File: src/rtl/d_pop_arbiter.sv
// d_pop_arbiter: round-robin merge of two FIFOs with 2-cycle pop-to-valid latency and a 1-entry skid; POP_COUNT_EN adds per-source transfer counters
module d_pop_arbiter #(
    parameter int data_width = 6
) (
    input  logic                  clk,
    input  logic                  reset,
    input  logic                  enable,
    input  logic                  empty_fifo_D0,
    input  logic                  empty_fifo_D1,
    input  logic [data_width-1:0] data_out_D0,
    input  logic [data_width-1:0] data_out_D1,
    input  logic                  ready_out,
    output logic                  D0_pop,
    output logic                  D1_pop,
    output logic [data_width-1:0] data_out,
    output logic                  valid_out,
    output logic                  src_out,
    output logic                  idle_out,
    output logic [7:0]            cnt_D0,
    output logic [7:0]            cnt_D1
);
    typedef enum logic [1:0] {IDLE, RUN, STALL} state_t;

    state_t                state_q, state_d;
    logic                  ptr_q, ptr_d;
    logic                  fly_q, fly_d, fly_src_q, fly_src_d;
    logic                  skid_vld_q, skid_vld_d, skid_src_q, skid_src_d;
    logic [data_width-1:0] skid_data_q, skid_data_d, data_q, data_d;
    logic                  valid_q, valid_d, src_q, src_d;
    logic                  can_pop, out_free;
    logic [data_width-1:0] fly_data;

    // Pop grant: ptr_q is the source preferred next; pops only when the whole path can absorb the word
    always_comb begin
        can_pop = reset & enable & ready_out & ~skid_vld_q;
        D0_pop  = can_pop & ~empty_fifo_D0 & (empty_fifo_D1 | ~ptr_q);
        D1_pop  = can_pop & ~empty_fifo_D1 & (empty_fifo_D0 | ptr_q);
        ptr_d   = (D0_pop | D1_pop) ? D0_pop : ptr_q;
        fly_d   = D0_pop | D1_pop;
        fly_src_d = D1_pop;
    end

    // Output path: skid drains first; an arriving word parks in the skid if the output is held
    always_comb begin
        fly_data    = fly_src_q ? data_out_D1 : data_out_D0;
        out_free    = ~valid_q | ready_out;
        data_d      = data_q;
        valid_d     = valid_q;
        src_d       = src_q;
        skid_vld_d  = skid_vld_q;
        skid_data_d = skid_data_q;
        skid_src_d  = skid_src_q;
        if (out_free) begin
            if (skid_vld_q) begin
                data_d     = skid_data_q;
                src_d      = skid_src_q;
                valid_d    = 1'b1;
                skid_vld_d = 1'b0;
            end else if (fly_q) begin
                data_d  = fly_data;
                src_d   = fly_src_q;
                valid_d = 1'b1;
            end else begin
                valid_d = 1'b0;
            end
        end else if (fly_q) begin
            skid_vld_d  = 1'b1;
            skid_data_d = fly_data;
            skid_src_d  = fly_src_q;
        end
    end

    // Control FSM: tracks activity for idle reporting
    always_comb begin
        state_d = state_q;
        unique case (state_q)
            IDLE:    if (enable & ~(empty_fifo_D0 & empty_fifo_D1)) state_d = RUN;
            RUN:     if (~ready_out & valid_q) state_d = STALL;
                     else if ((~enable | (empty_fifo_D0 & empty_fifo_D1)) & ~fly_q & ~skid_vld_q) state_d = IDLE;
            STALL:   if (ready_out & ~skid_vld_q) state_d = RUN;
            default: state_d = IDLE;
        endcase
        idle_out = (state_q == IDLE) & ~skid_vld_q & ~valid_q & ~fly_q;
    end

    // State registers; reset also drops any word still in flight
    always_ff @(posedge clk) begin
        if (!reset) begin
            state_q     <= IDLE;
            ptr_q       <= 1'b0;
            fly_q       <= 1'b0;
            fly_src_q   <= 1'b0;
            skid_vld_q  <= 1'b0;
            skid_src_q  <= 1'b0;
            skid_data_q <= '0;
            data_q      <= '0;
            valid_q     <= 1'b0;
            src_q       <= 1'b0;
        end else begin
            state_q     <= state_d;
            ptr_q       <= ptr_d;
            fly_q       <= fly_d;
            fly_src_q   <= fly_src_d;
            skid_vld_q  <= skid_vld_d;
            skid_src_q  <= skid_src_d;
            skid_data_q <= skid_data_d;
            data_q      <= data_d;
            valid_q     <= valid_d;
            src_q       <= src_d;
        end
    end

    assign data_out  = data_q;
    assign valid_out = valid_q;
    assign src_out   = src_q;

`ifdef POP_COUNT_EN
    logic [7:0] cnt_d0_q, cnt_d0_d, cnt_d1_q, cnt_d1_d;

    // Per-source completed-transfer counters, wrapping at 256
    always_comb begin
        cnt_d0_d = cnt_d0_q + 8'(valid_q & ready_out & ~src_q);
        cnt_d1_d = cnt_d1_q + 8'(valid_q & ready_out & src_q);
    end

    // Counter registers
    always_ff @(posedge clk) begin
        if (!reset) begin
            cnt_d0_q <= '0;
            cnt_d1_q <= '0;
        end else begin
            cnt_d0_q <= cnt_d0_d;
            cnt_d1_q <= cnt_d1_d;
        end
    end

    assign cnt_D0 = cnt_d0_q;
    assign cnt_D1 = cnt_d1_q;
`else
    assign cnt_D0 = '0;
    assign cnt_D1 = '0;
`endif
endmodule

File: config.mk
export PLATFORM = sky130hd
export DESIGN_NAME = d_pop_arbiter
export DESIGN_NICKNAME = d
export VERILOG_FILES = /design/src/rtl/d_pop_arbiter.sv
export SDC_FILE = /design/constraint.sdc
export NUM_CORES = 1
export LEC_CHECK = 0
export BUFFER_PORTS_ARGS = -buffer_cell sky130_fd_sc_hd__clkbuf_2
export CORE_MARGIN = 2
export CORE_UTILIZATION = 45
export CTS_BUF_LIST = sky130_fd_sc_hd__clkbuf_4 sky130_fd_sc_hd__clkbuf_8
export DETAILED_ROUTE_END_ITERATION = 8
export PLACE_DENSITY_LB_ADDON = 0.25
export SLEW_MARGIN = 20
export SYNTH_ARGS = -nofsm -noshare
export SYNTH_HDL_FRONTEND = slang
export SYNTH_SLANG_ARGS = --single-unit
File: constraint.sdc
create_clock -name clk -period 1.35 [get_ports clk]
set_input_delay 0 -clock clk [delete_from_list [all_inputs] [get_ports clk]]
set_output_delay 0 -clock clk [all_outputs]
set_load 0.05 [all_outputs]
==> summary.md, run 1 <==
| Metric | Value |
|---|---|
| Post-Synth Simple-Gate Area | `between 20% and 30%` |
| Routed WL per cell | `11.8 um` |
| Register area share after synthesis | `36.7%` |
| Pint | `around 0.85 mW` |
| Iter 0 DRT Violations | `11` |
| Worst setup margin | `-0.123 ns` |
| Static leakage | `around 0.73 nW` |
| Final period util | `109%` |
| RSZ-0062 raised after global routing | `yes` |
| Synth Area in Adders | `0%` |
| Crit-path max FO | `3` |
| Routing usage on met3 | `approximately 2.7%` |
| Detailed-route via count | `around 960` |
| FMAX | `0.679 GHz` |
| Post-DP HPWL | `1.66 mm` |
| Startpoint types | `flop` |
| CTS buffer count | `3` |
| Initial core utilization | `around 47%` |
| GRT Util Overall | `between 10% and 20%` |
| First-pass detailed-route iteration total | `4` |
| Vias in the first global route | `a little under 800` |
| Slew Viols, Final | `0` |
| Filler cells | `~230` |
| TritonCTS clock tree | `yes` |
| Register clock-pin slew on the reported worst setup and hold paths | `~0.12 ns` |
| Critical path class | `flop to output port` |
| Arrival @ worst endpoint | `1.47 ns` |
| Number of remaining DRC errors | `0` |
| Final Hold Fails | `0` |
| Layout cells sized above 1 | `31.1%` |
| Gr ovfl total | `0` |
| # H-tree levels | `1` |
| Routed WL | `around 2.2 mm` |
| Core box area | `approximately 0.0025 mm^2` |
| Final setup fails | `2` |
| Synthesized flop and latch total | `21` |
| CTS max path bufs | `2` |
| Clock Latency Late Sink | `roughly 0.3 ns` |
| Clock skew | `about 0.003 ns` |
| Nets | `180` |
| Syn Inst Count | `130` |
| First-pass GRT wire length | `3.39 mm` |
| Die Wd | `roughly 54 um` |
| # diodes | `0` |
| M1 GR Usage | `a little over a fifth` |
| Crit. End Element | `output port` |
| Warnings from Yosys | `0` |
| XOR/XNOR Fraction of Synth Area | `0%` |
| Die area | `0.00297 mm^2` |
| R2r endpoint | `state_q[0]` |
| Worst Hold Depth | `3` |
| Maxcap violations | `0` |
| Pwr dens | `around 900 mW/mm^2` |
| Required time of the critical path | `around 1.4 ns` |
| Pin count of the biggest net entering global routing | `26` |
| Peak supply drop | `between 0.6 and 0.7 mV` |
| Worst reg2reg setup slack | `0.05 ns` |
| IO buf count | `28` |
| R2R Path Start | `fly_q` |
| Post-synthesis compound-gate area fraction | `between 20% and 30%` |
| Setup tns final | `-0.191 ns` |
| Most common cell after layout, fill and taps aside | `clkbuf_2` |
| GRT met2 Usage | `26.1%` |
| Syn-to-layout area delta | `20.5%` |
| Clk pwr share | `around a quarter` |
| Post-synth cell types | `28` |
| CP startpoint | `skid_vld_q` |
| Die Span Y | `54.5 um` |
| GR peak layer | `met2` |
| DRT antenna net count | `0` |
| Antenna violations before repair | `0` |
| Syn avg cell area | `slightly below 9 um^2` |
| Via-to-Cell Ratio | `about 5.0` |
| Status | `finished, violations left` |
| Failing checks | `setup timing` |
| Final GP Congestion | `about 0.77` |
| Hold Crit Class | `input port to flop` |
| Post-placement setup slack | `0.0641 ns` |
| # clock sinks | `21` |
| Post-layout min period | `1.47 ns` |
| Gate power share | `around 22%` |
| Sw Ratio | `32.4%` |
| Switching power | `just over 0.4 mW` |
| Flop pwr share | `approximately half` |
| Worst setup path end | `D0_pop` |
| R2R cell count | `4` |
| IO Pins | `45` |
| Standard-cell rows | `18` |
| Largest family of logic cells by synthesized area | `simple AND/OR/NAND/NOR gates` |
| CTS root buf | `clkbuf_4` |
| Netlist Area Pre-Place | `between 0.001 and 0.0015 mm^2` |
| Mux cell area share after synthesis | `under 10%` |
| Most frequent cells in the layout | `clkbuf_2 (25), dfxtp_1 (17), conb_1 (16), nand2_1 (15), nand2b_1 (10)` |
## cell type report
cell class	count	area [um^2]	area share (%)
clock buffer	4	30.0	2.17
sequential	21	425	30.8
inverter	2	7.51	0.543
multi-input combinational	96	639	46.3
timing repair buffer	38	241	17.5
tap	30	37.5	2.72
## state kept, by name (all words and copies together) (netlist names)
register	cells
valid_out	1
fly_src_q	1
skid_src_q	1
fly_q	1
skid_data_q	6
state_q	2
ptr_q	1
src_out	1
data_out	6
skid_vld_q	1
## power groups by stage
stage | clock network, mW | logic, mW | registers [mW]
global placement | 0 | 0.253 | 0.660
global route | 0.362 | 0.296 | 0.650
floorplan | 0 | 0.215 | 0.685
detailed placement | 0 | 0.257 | 0.660
CTS | 0.332 | 0.276 | 0.647
finish | 0.323 | 0.278 | 0.648
## through the flow
step | power, mW | hold slack, ns | std cells | utilization (%) | area, um^2
2_1_floorplan | 0.900 | 0.0918 | 145 | - | 1210
3_3_place_gp | 0.913 | 0.230 | 182 | 51.2 | 1260
3_5_place_dp | 0.917 | 0.235 | 182 | 51.2 | 1260
4_1_cts | 1.26 | 0.0583 | 191 | 55.8 | 1370
5_1_grt | 1.31 | 0.0230 | 191 | 56.3 | 1380
6_report | 1.25 | 0.0267 | 191 | 56.3 | 1380
## kinds of logic after synthesis
kind of cell           count (synthesis)
AO/OA/AOI/OAI                         29
other                                  1
buffers and inverters                 28
flip-flops                            21
multiplexers                           8
AND/OR/NAND/NOR                       43
## per-layer routing
| metal | routed length [um] | share of wire, % |
|---|---|---|
| met5 | 0 | 0 |
| met3 | 137 | 6.1 |
| met2 | 1160 | 51 |
| met4 | 10 | 0.44 |
| met1 | 945 | 42 |
## worst min path at each step
stage | endpoint | slack (ns) | startpoint
after floorplan | fly_q | 0.09 | empty_fifo_D0
after global placement | fly_q | 0.23 | empty_fifo_D1
after detailed placement | fly_q | 0.24 | empty_fifo_D1
after CTS | skid_data_q[1] | 0.06 | data_out_D0[1]
after global routing | fly_q | 0.02 | enable
final | fly_q | 0.03 | enable
## cell usage after synthesis
master	n	area (um^2)
o22ai_1	1	6.26
or2_1	1	6.26
buf_2	5	25.0
a221o_1	1	10.0
and2_1	1	6.26
buf_4	16	120
mux2i_1	8	80.1
or2b_1	4	30.0
dfxtp_1	21	420
o211a_1	8	80.1
nor4_1	1	6.26
buf_6	1	11.3
or2_2	1	6.26
a21boi_0	2	15.0
a41o_1	6	60.1
or3_1	1	6.26
clkbuf_1	4	15.0
nand4b_1	1	8.76
a21oi_1	9	45.0
nor2_1	3	11.3
inv_1	2	7.51
nor2b_1	2	12.5
nand3_1	2	10.0
nand2b_1	10	62.6
nand2_1	15	56.3
and3b_1	1	8.76
conb_1	1	3.75
o21a_1	2	15.0
## repair_timing
item                                    CTS  global route
hold buffers                              3             0
setup buffers                             2             1
pin swaps                                 2             2
resized for setup                        10             6
hold endpoints to repair                  2             0
endpoints found under the setup margin    3            11
## critical path, stage by stage (launching register included)
cell	delay (ns)
dfxtp_2	0.35
nand4b_1	0.24
or2_4	0.31
a21oi_4	0.12
buf_8	0.16
Power figures use the tool's default switching activity.
==> run 2, diff against run 1 <==
Settings changed: ABC_AREA set to 1.
==> summary.md, run 2 <==
| Metric | Value |
|---|---|
| CTS max path bufs | `2 (unchanged)` |
| Syn avg cell area | `6.68 um^2 (-24%)` |
| Synth Flop Type | `dfxtp_1` |
| Post-Synth Simple-Gate Area | `31.7% (+12 points)` |
| Register area share after synthesis | `37.7% (+0.99 points)` |
| Final GP Congestion | `0.799 (+3.9%)` |
| Register clock-pin slew on the reported worst setup and hold paths | `0.11 ns (about the same)` |
| Antenna violations before repair | `0 (unchanged)` |
| Pin count of the biggest net entering global routing | `15 (-42%)` |
| Placed cells | `221 (+21%)` |
| Vias in the first global route | `902 (+16%)` |
| Gr ovfl total | `0 (unchanged)` |
| Mux cell area share after synthesis | `0% (-7.0 points)` |
| Post-synth cell types | `19 (-32%)` |
| Clock skew | `0.00249 ns (-0.000482 ns)` |
| Final Hold Fails | `0 (unchanged)` |
| Gate power share | `23.8% (+1.6 points)` |
| TritonCTS clock tree | `yes` |
| # clock sinks | `21 (unchanged)` |
| Hold slack | `0.0224 ns (-0.00427 ns)` |
| Final Power | `1.28 mW (+2.2%)` |
| First-pass GRT wire length | `3.75 mm (+11%)` |
| Maxcap violations | `0 (unchanged)` |
| Hold Crit Class | `input port to flop` |
| Top cell type's share of synthesized area | `37.7% (+0.99 points)` |
| XOR/XNOR Fraction of Synth Area | `0% (unchanged)` |
| Iter 0 DRT Violations | `12 (+1)` |
| Arrival @ worst endpoint | `1.26 ns (-0.21 ns)` |
| Die Span Y | `53.8 um (-1.2%)` |
| Peak supply drop | `0.701 mV (+9.2%)` |
| CTS buffer count | `3 (unchanged)` |
| Initial core utilization | `46.3% (-0.37 points)` |
| Post-synthesis compound-gate area fraction | `11.9% (-8.3 points)` |
| Dominant cells by area after synthesis | `dfxtp_1 (38%), nand2_1 (17%), buf_4 (11%), a21oi_1 (6.7%), nor2_1 (5.4%)` |
| Status | `complete, no violations` |
| Clk pwr share | `25.5% (-0.4 points)` |
| Final Util | `55.3% (-0.97 points)` |
| Critical path class | `flop to output port` |
| Slew Viols, Final | `0 (unchanged)` |
| Most frequent cells in the layout | `nand2_1 (49), clkbuf_2 (25), dfxtp_1 (18), conb_1 (16)` |
| Pint | `0.845 mW (about the same)` |
| IO buf count | `28 (unchanged)` |
| Core box area | `0.00241 mm^2 (-1.8%)` |
| Netlist Area Pre-Place | `0.00112 mm^2 (-2.6%)` |
| Syn Inst Count | `167 (+28%)` |
| Synthesized flop and latch total | `21 (unchanged)` |
| Pwr dens | `958 mW/mm^2 (+5.9%)` |
| Final period util | `93.7% (-15 points)` |
| FMAX | `0.791 GHz (+16%)` |
| Detailed-route via count | `1,095 (+14%)` |
| Non-filler instance count after layout | `228 (+19%)` |
| Filler cells | `236 (+4.4%)` |
| Post-DP HPWL | `1.78 mm (+7.1%)` |
| Clock Latency Late Sink | `0.31 ns (about the same)` |
| Switching power | `0.432 mW (+6.8%)` |
| Syn-to-layout area delta | `19.4%` |
| Final setup fails | `0 (-2)` |
| Warnings from Yosys | `0 (unchanged)` |
| Layout cells sized above 1 | `25.3% (-5.8 points)` |
| Routed WL per cell | `10.5 um (-11%)` |
| Nets | `217 (+21%)` |
| Most common cell after layout, fill and taps aside | `nand2_1` |
| Crit. End Element | `output port` |
| Required time of the critical path | `1.35 ns (about the same)` |
| Leading area contributor after synthesis | `dfxtp_1` |
| Static leakage | `0.631 nW (-14%)` |
| Routed WL | `2.39 mm (+6.1%)` |
| FFs w/ async S/R, synth | `0% (unchanged)` |
| # diodes | `0 (unchanged)` |
| First-pass detailed-route iteration total | `4 (unchanged)` |
| Die Wd | `53.8 um (-1.2%)` |
| Post-synth EDFFs | `0 (unchanged)` |
| Sw Ratio | `33.8% (+1.5 points)` |
| Crit-path max FO | `4 (+1)` |
| # H-tree levels | `1 (unchanged)` |
| Via-to-Cell Ratio | `4.80 (-4.7%)` |
| CTS root buf | `clkbuf_4` |
| Synth Area in Adders | `0% (unchanged)` |
| Standard-cell rows | `18 (unchanged)` |
| Post-layout min period | `1.26 ns (-0.208 ns)` |
| DRT antenna net count | `0 (unchanged)` |
| Startpoint types | `flop` |
| Number of remaining DRC errors | `0 (unchanged)` |
| GRT Util Overall | `18.3% (+2.2 points)` |
| Post-synth top cells | `nand2_1 (50), dfxtp_1 (21), buf_4 (16), nor2_1 (16), a21oi_1 (15)` |
| Flop pwr share | `50.8% (-1.1 points)` |
| Top-count cell post-synth | `nand2_1` |
| Die area | `0.00289 mm^2 (-2.4%)` |
| Setup tns final | `0 ns (+0.191 ns)` |
| Largest family of logic cells by synthesized area | `simple AND/OR/NAND/NOR gates` |
| IO Pins | `45 (unchanged)` |
## run 2: changes by cell type after synthesis, sizes merged, moves of 10 or more
cell    before  now
nand2b      10    0
nand2       15   50
inv          2   12
o21ai        0   10
nor2         3   19
## run 2: power groups by stage
stage               Combinational (mW)  Clock (mW)  Sequential [mW]
finish                           0.304       0.325            0.648
global route                     0.327       0.367            0.650
CTS                              0.298       0.340            0.648
detailed placement               0.284           0            0.662
global placement                 0.280           0            0.661
floorplan                        0.232           0            0.693
## run 2: cell families (layout without fill, tap and decap cells)
| kind of cell | after synthesis | in the layout |
|---|---|---|
| and+or+nand+nor | 84 | 84 |
| AOI/OAI and AO/OA | 26 | 26 |
| other | 1 | 16 |
| DFF | 21 | 21 |
| buffers and inverters | 35 | 51 |
## run 2: worst paths after layout
path / depth (start not counted) / slack (ns) / startpoint / end
setup / recovery: 6 / 0.09 / skid_vld_q / D0_pop
hold / removal: 4 / 0.02 / empty_fifo_D0 / fly_q
setup reg to reg: 6 / 0.12 / valid_out / skid_data_q[5]
hold reg to reg: 2 / 0.47 / skid_src_q / skid_src_q
## run 2: final cells by class
type	count	area (um^2)	area share (%)
timing repair buffer	35	219	16.4
sequential	21	424	31.8
clock buffer	4	30.0	2.25
multi-input combinational	126	577	43.3
tap	30	37.5	2.82
inverter	12	45.0	3.38
## run 2: timing repair
action | CTS | global route
hold endpoints to repair | 2 | 0
endpoints found under the setup margin | 2 | 3
resized for setup | 7 | 8
hold buffers | 2 | 0
setup buffers | 0 | 1
pin swaps | 1 | 0
## run 2: metrics by stage
stage          cell area [um^2]  worst slack (ns)
2_1_floorplan              1180            -0.148
3_3_place_gp               1230             0.173
3_5_place_dp               1230             0.138
4_1_cts                    1310           -0.0169
5_1_grt                    1330          -0.00821
6_report                   1330            0.0853
## run 2: worst max-delay path, cell delays in order, from the launching register on
cell	delay, ns
dfxtp_2	0.36
inv_1	0.07
nand2_2	0.09
nor2_4	0.13
nand3_2	0.09
inv_2	0.08
buf_8	0.14
## run 2: per-layer routing
metal	vias up	track usage, %	share of wire (%)
li1	563	-	-
met1	491	21.0	43
met2	37	31.7	50
met3	4	5.83	6.0
met4	0	6.41	1.0
met5	-	0	0
==> run 3, diff against run 2 <==
--- a/constraint.sdc
+++ b/constraint.sdc
@@ -3,2 +3,2 @@
 set_output_delay 0 -clock clk [all_outputs]
-set_load 0.05 [all_outputs]
+set_load 0.01 [all_outputs]
==> summary.md, run 3 (synthesis gave the netlist of run 2 again) <==
| Metric | Value |
|---|---|
| Register clock-pin slew on the reported worst setup and hold paths | `0.11 ns (about the same)` |
| Most frequent cells in the layout | `nand2_1 (50), clkbuf_2 (28), dfxtp_1 (20), conb_1 (16)` |
| CTS buffer count | `3 (unchanged)` |
| Non-filler instance count after layout | `229 (+0.44%)` |
| Initial core utilization | `46.3% (unchanged)` |
| Layout cells sized above 1 | `21.6% (-3.6 points)` |
| # diodes | `0 (unchanged)` |
| Hold Crit Class | `input port to flop` |
| Worst path max stage delay | `0.36 ns (about the same)` |
| Syn-to-layout area delta | `16.4%` |
| Via-to-Cell Ratio | `4.57 (-4.9%)` |
| Number of remaining DRC errors | `0 (unchanged)` |
| Slew Viols, Final | `0 (unchanged)` |
| Arrival @ worst endpoint | `1.25 ns (about the same)` |
| # H-tree levels | `1 (unchanged)` |
| DR WL met3 | `113 um (-22%)` |
| CTS root buf | `clkbuf_4` |
| Maxcap violations | `0 (unchanged)` |
| WL met2 | `1.18 mm (-0.76%)` |
| Critical path class | `flop to output port` |
| Die Span Y | `53.8 um (unchanged)` |
| Pwr dens | `863 mW/mm^2 (-10%)` |
| Clock skew | `0.0122 ns (+0.00973 ns)` |
| Routed WL | `2.30 mm (-3.5%)` |
| Nets | `218 (+0.46%)` |
| Final setup fails | `0 (unchanged)` |
| Setup tns final | `0 ns (unchanged)` |
| CTS max path bufs | `2 (unchanged)` |
| Standard-cell rows | `18 (unchanged)` |
| Most common cell after layout, fill and taps aside | `nand2_1` |
| Placed cells | `222 (+0.45%)` |
| Filler cells | `251 (+6.4%)` |
| Max Used Layer | `met4` |
| Static leakage | `0.634 nW (+0.46%)` |
| IO buf count | `28 (unchanged)` |
| Status | `complete, no violations` |
| TritonCTS clock tree | `yes` |
| Pin count of the biggest net entering global routing | `15 (unchanged)` |
| Crit. End Element | `output port` |
| Final period util | `92.5% (-1.1 points)` |
| Required time of the critical path | `1.35 ns (about the same)` |
| Final GP Congestion | `0.774 (-3.1%)` |
| Gr ovfl total | `0 (unchanged)` |
| Startpoint types | `flop` |
| Vias in the first global route | `892 (-1.1%)` |
| First-pass GRT wire length | `3.71 mm (-1.1%)` |
| Crit-path cells | `nor2_4 > inv_1 > nor4_1 > clkbuf_2` |
| Clock Latency Late Sink | `0.31 ns (about the same)` |
| Slowest cell on crit path | `dfxtp_1` |
| Routed WL per cell | `10.1 um (-3.9%)` |
| Peak supply drop | `0.759 mV (+8.3%)` |
| First-pass detailed-route iteration total | `4 (unchanged)` |
| Iter 0 DRT Violations | `22 (+10)` |
| # clock sinks | `21 (unchanged)` |
| FMAX | `0.800 GHz (+1.2%)` |
| Die Wd | `53.8 um (unchanged)` |
| M1 WL | `995 um (-2.7%)` |
| Detailed-route via count | `1,046 (-4.5%)` |
| Crit-path max FO | `5 (+1)` |
| Die area | `0.00289 mm^2 (unchanged)` |
| Antenna violations before repair | `0 (unchanged)` |
| Post-layout min period | `1.25 ns (-0.0153 ns)` |
| DRT antenna net count | `0 (unchanged)` |
| Core box area | `0.00241 mm^2 (unchanged)` |
| GRT Util Overall | `17.7% (-0.64 points)` |
| Final Hold Fails | `0 (unchanged)` |
| IO Pins | `45 (unchanged)` |
| Post-DP HPWL | `1.74 mm (-2.4%)` |
[run 3: changes by cell type in the layout (fill, tap and decap cells not counted), moves of 2 or more]
cell | before | now
dfxtp_1 | 18 | 20
dfxtp_2 | 3 | 1
clkbuf_4 | 5 | 3
clkbuf_2 | 25 | 28
[run 3: path summary, 6_finish.rpt]
kind                  from     endpoint  slack [ns]  cells past startpoint
max                  fly_q     idle_out        0.10                      4
min          empty_fifo_D0        fly_q        0.01                      4
min reg2reg          ptr_q        ptr_q        0.47                      2
max reg2reg          fly_q  data_out[4]        0.17                      6
[run 3: what timing repair did]
action                                  CTS  global route
endpoints found under the hold margin     2             0
setup buffers                             0             1
hold buffers                              2             0
gates resized for setup                   0             2
endpoints found under the setup margin    0             2
[run 3: power breakdown]
group          switching, mW  total, mW  internal [mW]
logic                  0.102      0.168         0.0668
clock network          0.195      0.305          0.111
registers             0.0111      0.647          0.635
[run 3: worst max-delay path: cells and delay by family, from the launching register on]
family / cells / cell delay (ns)
AND/OR/NAND/NOR: 2 / 0.36
flip-flops: 1 / 0.36
buffers and inverters: 2 / 0.24
[run 3: per-stage QoR]
stage / power, mW / hold WS, ns / utilization, % / instance area, um^2 / worst slack (ns)
2_1_floorplan: 0.797 / 0.156 / - / 1170 / 0.229
3_3_place_gp: 0.814 / 0.301 / 50.9 / 1230 / 0.229
3_5_place_dp: 0.818 / 0.309 / 50.9 / 1230 / 0.196
4_1_cts: 1.13 / 0.00251 / 52.9 / 1270 / 0.0473
5_1_grt: 1.18 / 0.0435 / 53.9 / 1300 / -0.00636
6_report: 1.12 / 0.0105 / 53.9 / 1300 / 0.101
[run 3: final cells by class]
type | count | area, um^2 | area share [%]
clock buffers | 3 | 22.5 | 1.73
clock inverters | 1 | 5.00 | 0.385
inverters | 12 | 45.0 | 3.47
multi-input cells | 126 | 549 | 42.3
flip-flops and latches | 21 | 422 | 32.5
well taps | 30 | 37.5 | 2.89
repair buffers | 36 | 218 | 16.8
[run 3: layer usage]
layer / up-vias / GRT usage [%]
li1: 560 / -
met1: 458 / 20.4
met2: 26 / 32.5
met3: 2 / 5.00
met4: 0 / 2.56
met5: - / 0
